## src/rtl/fetch_stage.sv

```systemverilog
// Instruction fetch stage: owns the PC, issues word-aligned imem requests, buffers
// in-order responses in a small FIFO and presents them to decode through a stall-able register.
module fetch_stage #(
  parameter logic [31:0] RESET_PC   = 32'h0000_0000,
  parameter int          FIFO_DEPTH = 4,
  parameter logic [31:0] NOP_INSTR  = 32'h0000_0013
) (
  input  logic        clock,
  input  logic        reset_n,
  output logic        imem_req_valid,
  input  logic        imem_req_ready,
  output logic [31:0] imem_req_addr,
  input  logic        imem_resp_valid,
  input  logic [31:0] imem_resp_data,
  input  logic        redirect_valid,
  input  logic [31:0] redirect_pc,
  input  logic        decode_ready,
  output logic [31:0] instruction,
  output logic [31:0] pc_out,
  output logic        instr_valid
);
  localparam int AW = $clog2(FIFO_DEPTH);
  localparam int CW = AW + 1;
  localparam logic [CW-1:0] ONE     = CW'(1);
  localparam logic [CW-1:0] DEPTH_W = CW'(FIFO_DEPTH);
  localparam logic [CW:0]   DEPTH_X = (CW + 1)'(FIFO_DEPTH);

  logic [31:0]   fetch_pc;
  logic [31:0]   resp_pc;
  logic [CW-1:0] inflight;
  logic [CW-1:0] inflight_next;
  logic [CW-1:0] drop_cnt;
  logic [CW-1:0] wr_ptr;
  logic [CW-1:0] rd_ptr;
  logic [CW-1:0] fifo_count;
  logic [31:0]   fifo_data [FIFO_DEPTH];
  logic [31:0]   fifo_pc   [FIFO_DEPTH];
  logic          fifo_empty;
  logic          req_fire;
  logic          resp_drop;
  logic          push;
  logic          load;
  logic [31:0]   redirect_base;
  logic          unused_redirect_bits;

  // Handshakes: a transfer happens on a rising edge where valid && ready; the request
  // side keeps valid/addr stable until accepted, except that a redirect withdraws it.
  assign fifo_count     = wr_ptr - rd_ptr;
  assign fifo_empty     = (fifo_count == '0);
  assign imem_req_valid = reset_n && !redirect_valid &&
                          (({1'b0, inflight} + {1'b0, fifo_count}) < DEPTH_X);
  assign imem_req_addr  = fetch_pc;
  assign req_fire       = imem_req_valid && imem_req_ready;
  assign resp_drop      = redirect_valid || (drop_cnt != '0);
  assign push           = imem_resp_valid && !resp_drop;
  assign load           = !instr_valid || decode_ready;
  assign inflight_next  = inflight + {{AW{1'b0}}, req_fire} - {{AW{1'b0}}, imem_resp_valid};
  assign redirect_base  = {redirect_pc[31:2], 2'b00};
  assign unused_redirect_bits = ^redirect_pc[1:0];

  always_ff @(posedge clock or negedge reset_n) begin
    if (!reset_n) begin
      fetch_pc    <= RESET_PC;
      resp_pc     <= RESET_PC;
      inflight    <= '0;
      drop_cnt    <= '0;
      wr_ptr      <= '0;
      rd_ptr      <= '0;
      instr_valid <= 1'b0;
      instruction <= NOP_INSTR;
      pc_out      <= '0;
    end else begin
      inflight <= inflight_next;
      if (redirect_valid) begin
        // Everything still outstanding after this edge belongs to the old path.
        fetch_pc    <= redirect_base;
        resp_pc     <= redirect_base;
        drop_cnt    <= inflight_next;
        rd_ptr      <= wr_ptr;
        instr_valid <= 1'b0;
        instruction <= NOP_INSTR;
      end else begin
        if (req_fire) fetch_pc <= fetch_pc + 32'd4;
        if (imem_resp_valid && (drop_cnt != '0)) drop_cnt <= drop_cnt - ONE;
        if (push) begin
          wr_ptr  <= wr_ptr + ONE;
          resp_pc <= resp_pc + 32'd4;
        end
        if (load) begin
          if (!fifo_empty) begin
            instruction <= fifo_data[rd_ptr[AW-1:0]];
            pc_out      <= fifo_pc[rd_ptr[AW-1:0]];
            instr_valid <= 1'b1;
            rd_ptr      <= rd_ptr + ONE;
          end else begin
            instr_valid <= 1'b0;
            instruction <= NOP_INSTR;
          end
        end
      end
    end
  end

  always_ff @(posedge clock) begin
    if (push) begin
      fifo_data[wr_ptr[AW-1:0]] <= imem_resp_data;
      fifo_pc[wr_ptr[AW-1:0]]   <= resp_pc;
    end
  end

  // The issue credit must keep the buffer from ever being pushed while full.
  assert property (@(posedge clock) disable iff (!reset_n) !(push && (fifo_count == DEPTH_W)));

endmodule

```

## config.mk

```make
export PLATFORM = sky130hd
export DESIGN_NAME = fetch_stage
export DESIGN_NICKNAME = d
export VERILOG_FILES = /design/src/rtl/fetch_stage.sv
export SDC_FILE = /design/constraint.sdc
export NUM_CORES = 1
export LEC_CHECK = 0
export BUFFER_PORTS_ARGS = -buffer_cell sky130_fd_sc_hd__buf_2
export CAP_MARGIN = 20
export CORE_MARGIN = 5
export CORE_UTILIZATION = 38
export CTS_CLUSTER_SIZE = 12
export DETAILED_ROUTE_END_ITERATION = 6
export GPL_ROUTABILITY_DRIVEN = 1
export HOLD_SLACK_MARGIN = 0.15
export PLACE_DENSITY = 0.55
export SETUP_SLACK_MARGIN = 0.3
export SKIP_CTS_REPAIR_TIMING = 1
export SYNTH_ARGS = -nofsm -noshare
export SYNTH_HDL_FRONTEND = slang
export SYNTH_SLANG_ARGS = --single-unit
```

## constraint.sdc

```tcl
create_clock -name clock -period 4.1 [get_ports clock]
set_clock_uncertainty 0.2 [all_clocks]
set_input_delay 0.615 -clock clock [delete_from_list [all_inputs] [get_ports clock]]
set_output_delay 0.615 -clock clock [all_outputs]
set_load 0.1 [all_outputs]
```

# Word level (Yosys, flattened, before mapping)
# Memories as Yosys holds them, arrays and structs flattened. A register that Yosys moved wholly into a read port is not among the register bits.
# Index checks and enable logic that the tools add are counted.
[totals] register_bits=109 ram_bits=256 inputBits=70 output_inout_bits=98 elab_cells=60 n_memories=2
[classes] n_addsub=9 magnitude_cmp=1 eq_ne=1 muxes=17 n_bitwise=2 reduce_logical=20
[mem_list] memory="fifo_data" depth=4 width=32 read_ports=1 rd_clocked_by_memory_dff=0 write_ports=1 line="36" source="logic [31:0] fifo_data [FIFO_DEPTH];"
[mem_list] memory="fifo_pc" depth=4 width=32 read_ports=1 rd_clocked_by_memory_dff=1 write_ports=1 line="37" source="logic [31:0] fifo_pc [FIFO_DEPTH];"
[ops] cell="two-way mux 32 bit" n=7
[ops] cell="adder 32 x 3 -> 32 bit, second input constant" n=2
[ops] cell="two-way mux 3 bit" n=5
[ops] cell="nonzero test 2 bit" n=4
[ops] cell="adder 3 x 1 -> 3 bit, second input constant" n=2
[ops] cell="logical AND 1 bit" n=5
[ops] cell="two-way mux 1 bit" n=5
[ops] cell="adder 3 x 3 -> 4 bit" n=1
[ops] cell="logical NOT 1 bit" n=4
[ops] cell="less-than comparator 4 x 3 -> 1 bit, second input constant" n=1
[ops] cell="AND reduction 2 bit" n=2
[ops] cell="adder 3 x 1 -> 3 bit" n=1
[ops] cell="logical NOT 3 bit" n=1
[ops] cell="AND reduction 3 bit" n=1
[ops] cell="nonzero test 3 bit" n=1
[ops] cell="subtractor 3 x 1 -> 3 bit" n=1
[ops] cell="subtractor 3 x 1 -> 3 bit, second input constant" n=1
[ops] cell="subtractor 3 bit" n=1
[ops] cell="logical OR 1 bit" n=2
[ops] cell="inequality test 2 bit, second input constant" n=1
[ops] cell="inverter 1 bit" n=2

# Longest topological paths before layout
[logic_depth] depth_word=8 depth_mapped=19 mapped_depth_nobuf=17

# Least setup slack after synthesis
# OpenSTA, ideal clock, no wires.
[synth_timing] kind="register to register" startpoint="register rd_ptr[1]" endpoint="register drop_cnt[2]" setup_time_ns=0.134 arrival_ns=4.021 required_time_ns=3.766 path_slack_ns=-0.255 stages_incl_launch_ff=20 path_buffers=4 synth_period_minus_slack_ns=4.355 path_cell_list="dfrtp_1 -> clkbuf_1 -> clkbuf_1 -> inv_1 -> fa_1 -> xnor3_1 -> ha_1 -> nor4b_2 -> and4_1 -> buf_4 -> inv_2 -> clkbuf_1 -> ha_1 -> inv_1 -> ha_1 -> fa_1 -> xnor2_1 -> xnor2_1 -> nand2_1 -> o21ai_0"
[synth_between] elab_chain_len=8
[synth_lines] item="start: declaration" line="34" source="logic [CW-1:0] rd_ptr;"
[synth_lines] item="start signal: assignment" line="79" source="rd_ptr <= wr_ptr;"
[synth_lines] item="start signal: assignment" line="94" source="rd_ptr <= rd_ptr + ONE;"
[synth_lines] item="subtractor 3 bit" line="48" source="assign fifo_count = wr_ptr - rd_ptr;"
[synth_lines] item="adder 3 x 3 -> 4 bit" line="51" source="(({1'b0, inflight} + {1'b0, fifo_count}) < DEPTH_X);"
[synth_lines] item="less-than comparator 4 x 3 -> 1 bit" line="51"
[synth_lines] item="logical AND 1 bit" line="50" source="assign imem_req_valid = reset_n && !redirect_valid &&"
[synth_lines] item="logical AND 1 bit" line="53" source="assign req_fire = imem_req_valid && imem_req_ready;"
[synth_lines] item="adder 3 x 1 -> 3 bit" line="57" source="assign inflight_next = inflight + {{AW{1'b0}}, req_fire} - {{AW{1'b0}}, imem_resp_valid};"
[synth_lines] item="subtractor 3 x 1 -> 3 bit" line="57"
[synth_lines] item="named net inflight_next[2]" line="31" source="logic [CW-1:0] inflight_next;"
[synth_lines] item="two-way mux 3 bit" line="74" source="if (redirect_valid) begin"
[synth_lines] item="end signal: assignment" line="78" source="drop_cnt <= inflight_next;"
[synth_lines] item="end signal: assignment" line="84" source="if (imem_resp_valid && (drop_cnt != '0)) drop_cnt <= drop_cnt - ONE;"
[synth_lines] item="end: declaration" line="32" source="logic [CW-1:0] drop_cnt;"
# The timed path passes the listed nets, and every way through them passes these cells.
# A chain may end at the register's enable or synchronous reset.

# Worst setup path in the final report
[layout_timing] startpoint="register wr_ptr[0]" endpoint="register drop_cnt[2]"
[layout_between] elab_chain_len=8
[layout_lines] item="start: declaration" line="33" source="logic [CW-1:0] wr_ptr;"
[layout_lines] item="start signal: assignment" line="86" source="wr_ptr <= wr_ptr + ONE;"
[layout_lines] item="subtractor 3 bit" line="48"
[layout_lines] item="adder 3 x 3 -> 4 bit" line="51"
[layout_lines] item="less-than comparator 4 x 3 -> 1 bit" line="51"
[layout_lines] item="logical AND 1 bit" line="50"
[layout_lines] item="logical AND 1 bit" line="53"
[layout_lines] item="adder 3 x 1 -> 3 bit" line="57"
[layout_lines] item="subtractor 3 x 1 -> 3 bit" line="57"
[layout_lines] item="named net inflight_next[2]" line="31"
[layout_lines] item="two-way mux 3 bit" line="74"
# The timed path passes the listed nets, and every way through them passes these cells.

==> results.yml <==
clock_tree:
  numCtsBuffers: 43
  path_clk_slew_ns: 0.06
  h-tree-depth: 2
  clock_latency_ns: 0.54
  cts.sinks: 383
  cts_buffer_depth: 3
  cts_root_buffer: "clkbuf_16"
  cts_tree: "done"
logic_synthesis:
  async_flop_share_pct: 35.25
  synth.mux.area_fraction_pct: 11.58
  synth_top_cell_by_area: "edfxtp_1"
  synth_xor_area_share_pct: 2.469
  synth_top_family_by_area: "multiplexers"
  synth.most_common_cell: "edfxtp_1"
  synth_ff_type: "edfxtp_1"
  yosys_register_bits: 383
  ys_top_cells_by_area: "edfxtp_1 (48%), dfrtp_1 (21%), mux4_2 (9.0%)"
  synthSimpleGateAreaFrac_pct: 7.075
  synthTopCellsByCount: "edfxtp_1 (248), dfrtp_1 (132), mux4_2 (62), nand2_1 (52), o21ai_0 (39)"
  synth_top_area_share_pct: 48.18
  syn-cell-area_um2: 15460
  synth_fa_ha_area_share_pct: 1.392
  synth.avg_cell_area_um2: 16.69
  synthCells: 926
  synth_compound_area_share_pct: 5.408
  yosysSeqAreaShare_pct: 70.06
  synth_cell_type_count: 56
  ys_warn_count: 0
  synth-edff-count: 248
floorplan:
  initial_utilization_pct: 38.63
  pin_count: 168
  fp.coreArea_um2: 40010
  die-width_um: 211.7
  die_h_um: 211.7
  rows: 73
  die_area_um2: 44810
grt:
  grt_pass1_wl_um: 55950
  antenna_found_initial: 0
  grt_max_degree: 98
  grt_usage_pct: 16.11
  grt_pass1_vias: 9133
  overflow: 0
route:
  antenna_left: 0
  drtPass1Iterations: 5
  drtIter0Drc: 432
  routedWlPerCell_um: 21.06
  finalWirelength_um: 35750
  via_count: 8771
  drc: 0
  via_per_inst: 5.165
setup_path:
  crit_arrival_ns: 3.84
  crit_buf_inv: 4
  crit_chain: "inv_2 > ha_4 > inv_2 > fa_2 > xnor3_2 > ha_4 > nor4b_4 > and4_4 > inv_6 > ha_4 > inv_2 > ha_4 > fa_2 > xnor2_2 > xnor2_1 > nand2_1 > o21ai_1"
  critPathMaxStageDelay_ns: 0.40
  crit_type: "reg -> reg"
  endpoint_kind: "flip-flop"
  crit_family: "adder cells"
  crit_path_top_delay_cell: "dfrtp_1"
  cp_max_fo: 4
  cpMostUsedCell: "ha_4"
  cp.required_ns: 4.34
  cp-start-kind: "flip-flop"
sta:
  min_period_ns: 3.606
  slew_headroom_pct: 32.96
  rsz0062_at_grt: "no"
  final-setup-viol-count: 0
  finalHoldViolations: 0
  setup_tns_ns: 0
  whs_ns: 0.1145
  fmax_mhz: 277.3
  fin_crit_sh_pct: 87.94
  drv_slew: 0
  tightest_slew_ns: 1.006
power:
  internal-power_uw: 8685
  powerDensity_nw_per_um2: 789.0
  p_leak_uw: 0.006998
  seq_power_share_pct: 34.6
  p_switching_uw: 6149
  power_frac_comb_pct: 39.8
  switching_share_pct: 41.45
  ir_drop_uv: 348.6
  clockPowerShare_pct: 25.6
run:
  drv_cap: 0
worst_hold_path:
  hold_path_class: "in -> reg"
outcome:
  outcome: "completed"
place:
  gp_congestion: 0.8055
  dp_hpwl_um: 21760
  io_buffers: 161
final_layout:
  drive_gt1_share_pct: 32.57
  area_delta_synth_final_pct: 21.65
  diodes: 0
  fin_nets: 1228
==> cells in the final DEF, fill, tap and decap left out, types with 13 or more instances in the layout <==
cell type / synthesis / final
clkbuf_16: 0 / 43
dlygate4sd3_1: 0 / 33
mux4_2: 62 / 62
edfxtp_1: 248 / 248
buf_2: 13 / 159
a22o_1: 29 / 29
buf_4: 6 / 13
inv_1: 21 / 17
o21ai_0: 39 / 38
dfrtp_1: 132 / 130
nand3_1: 35 / 35
xor2_1: 29 / 29
mux2_2: 34 / 34
nand2_1: 52 / 52
nand4_1: 20 / 20
nor2_1: 27 / 25
==> flip-flops by register name, indices dropped and copies added (netlist names) <==
name and count:
instr_valid 1, drop_cnt 3, resp_pc 30, instruction 32, imem_req_addr 30, fifo_data 128, pc_out 30, fifo_pc 120
wr_ptr 3, rd_ptr 3, inflight 3
==> area by class of cell <==
cell class / count / area, um2
clock inverters: 14 / 181.4
clock buffers: 62 / 1217
well taps: 525 / 656.9
flip-flops and latches: 383 / 10830
inverters: 23 / 91.34
repair buffers: 214 / 1395
multi-input cells: 477 / 4425
fillers: 3482 / 21200
==> through the flow <==
stage | worst slack (ns) | area (um2) | instances | utilization, % | total power (uW)
2_1_floorplan | 0.2727 | 15570 | 929 | - | 9883
3_3_place_gp | 0.2707 | 17020 | 1585 | 42.54 | 11030
3_5_place_dp | 0.1993 | 17020 | 1585 | 42.54 | 11080
4_1_cts | 0.1854 | 18420 | 1661 | 46.03 | 14910
5_1_grt | 0.2977 | 18800 | 1698 | 47.00 | 15520
6_report | 0.4943 | 18800 | 1698 | 47.00 | 14830
==> tightest hold or removal path, stage by stage <==
cell,delay (ns)
buf_2,0.07
nand2_1,0.06
nand3_1,0.07
==> kinds of logic (layout without fill, tap and decap cells) <==
kind of cell,count (synthesis),in the layout
compound gates,120,120
xor+xnor,42,42
fa+ha+maj,16,16
buf+inv,69,313
flops,383,383
mux,97,97
other cells,1,4
simple gates,198,198
==> power groups by stage <==
stage	registers (uW)	clock network, uW	logic [uW]
2_1_floorplan	7790	0	2090
3_3_place_gp	5200	0	5830
3_5_place_dp	5220	0	5860
4_1_cts	5150	3900	5870
5_1_grt	5220	4060	6240
6_report	5140	3800	5900
==> path summary, 6_finish.rpt <==
check | startpoint | to | slack, ns | depth (start not counted)
max in group asynchronous | reset_n | instruction[25] | 1.99 | 4
setup reg to reg | wr_ptr[0] | drop_cnt[2] | 0.49 | 17
hold reg to reg | instruction[19] | instruction[19] | 0.30 | 1
min in group asynchronous | reset_n | pc_out[30] | 0.66 | 3
setup / recovery | wr_ptr[0] | drop_cnt[2] | 0.49 | 17
hold / removal | redirect_pc[20] | imem_req_addr[20] | 0.11 | 3
==> metal layers <==
metal  GRT usage (%)  up-vias  part of all wire [%]
li1                -     4032                     -
met3           2.771       47                   4.4
met4           3.687        0                   1.7
met5               0        -                     0
met1           23.96     4514                    47
met2           25.07      178                    46
Note: power is estimated with default switching activity, not from simulation.
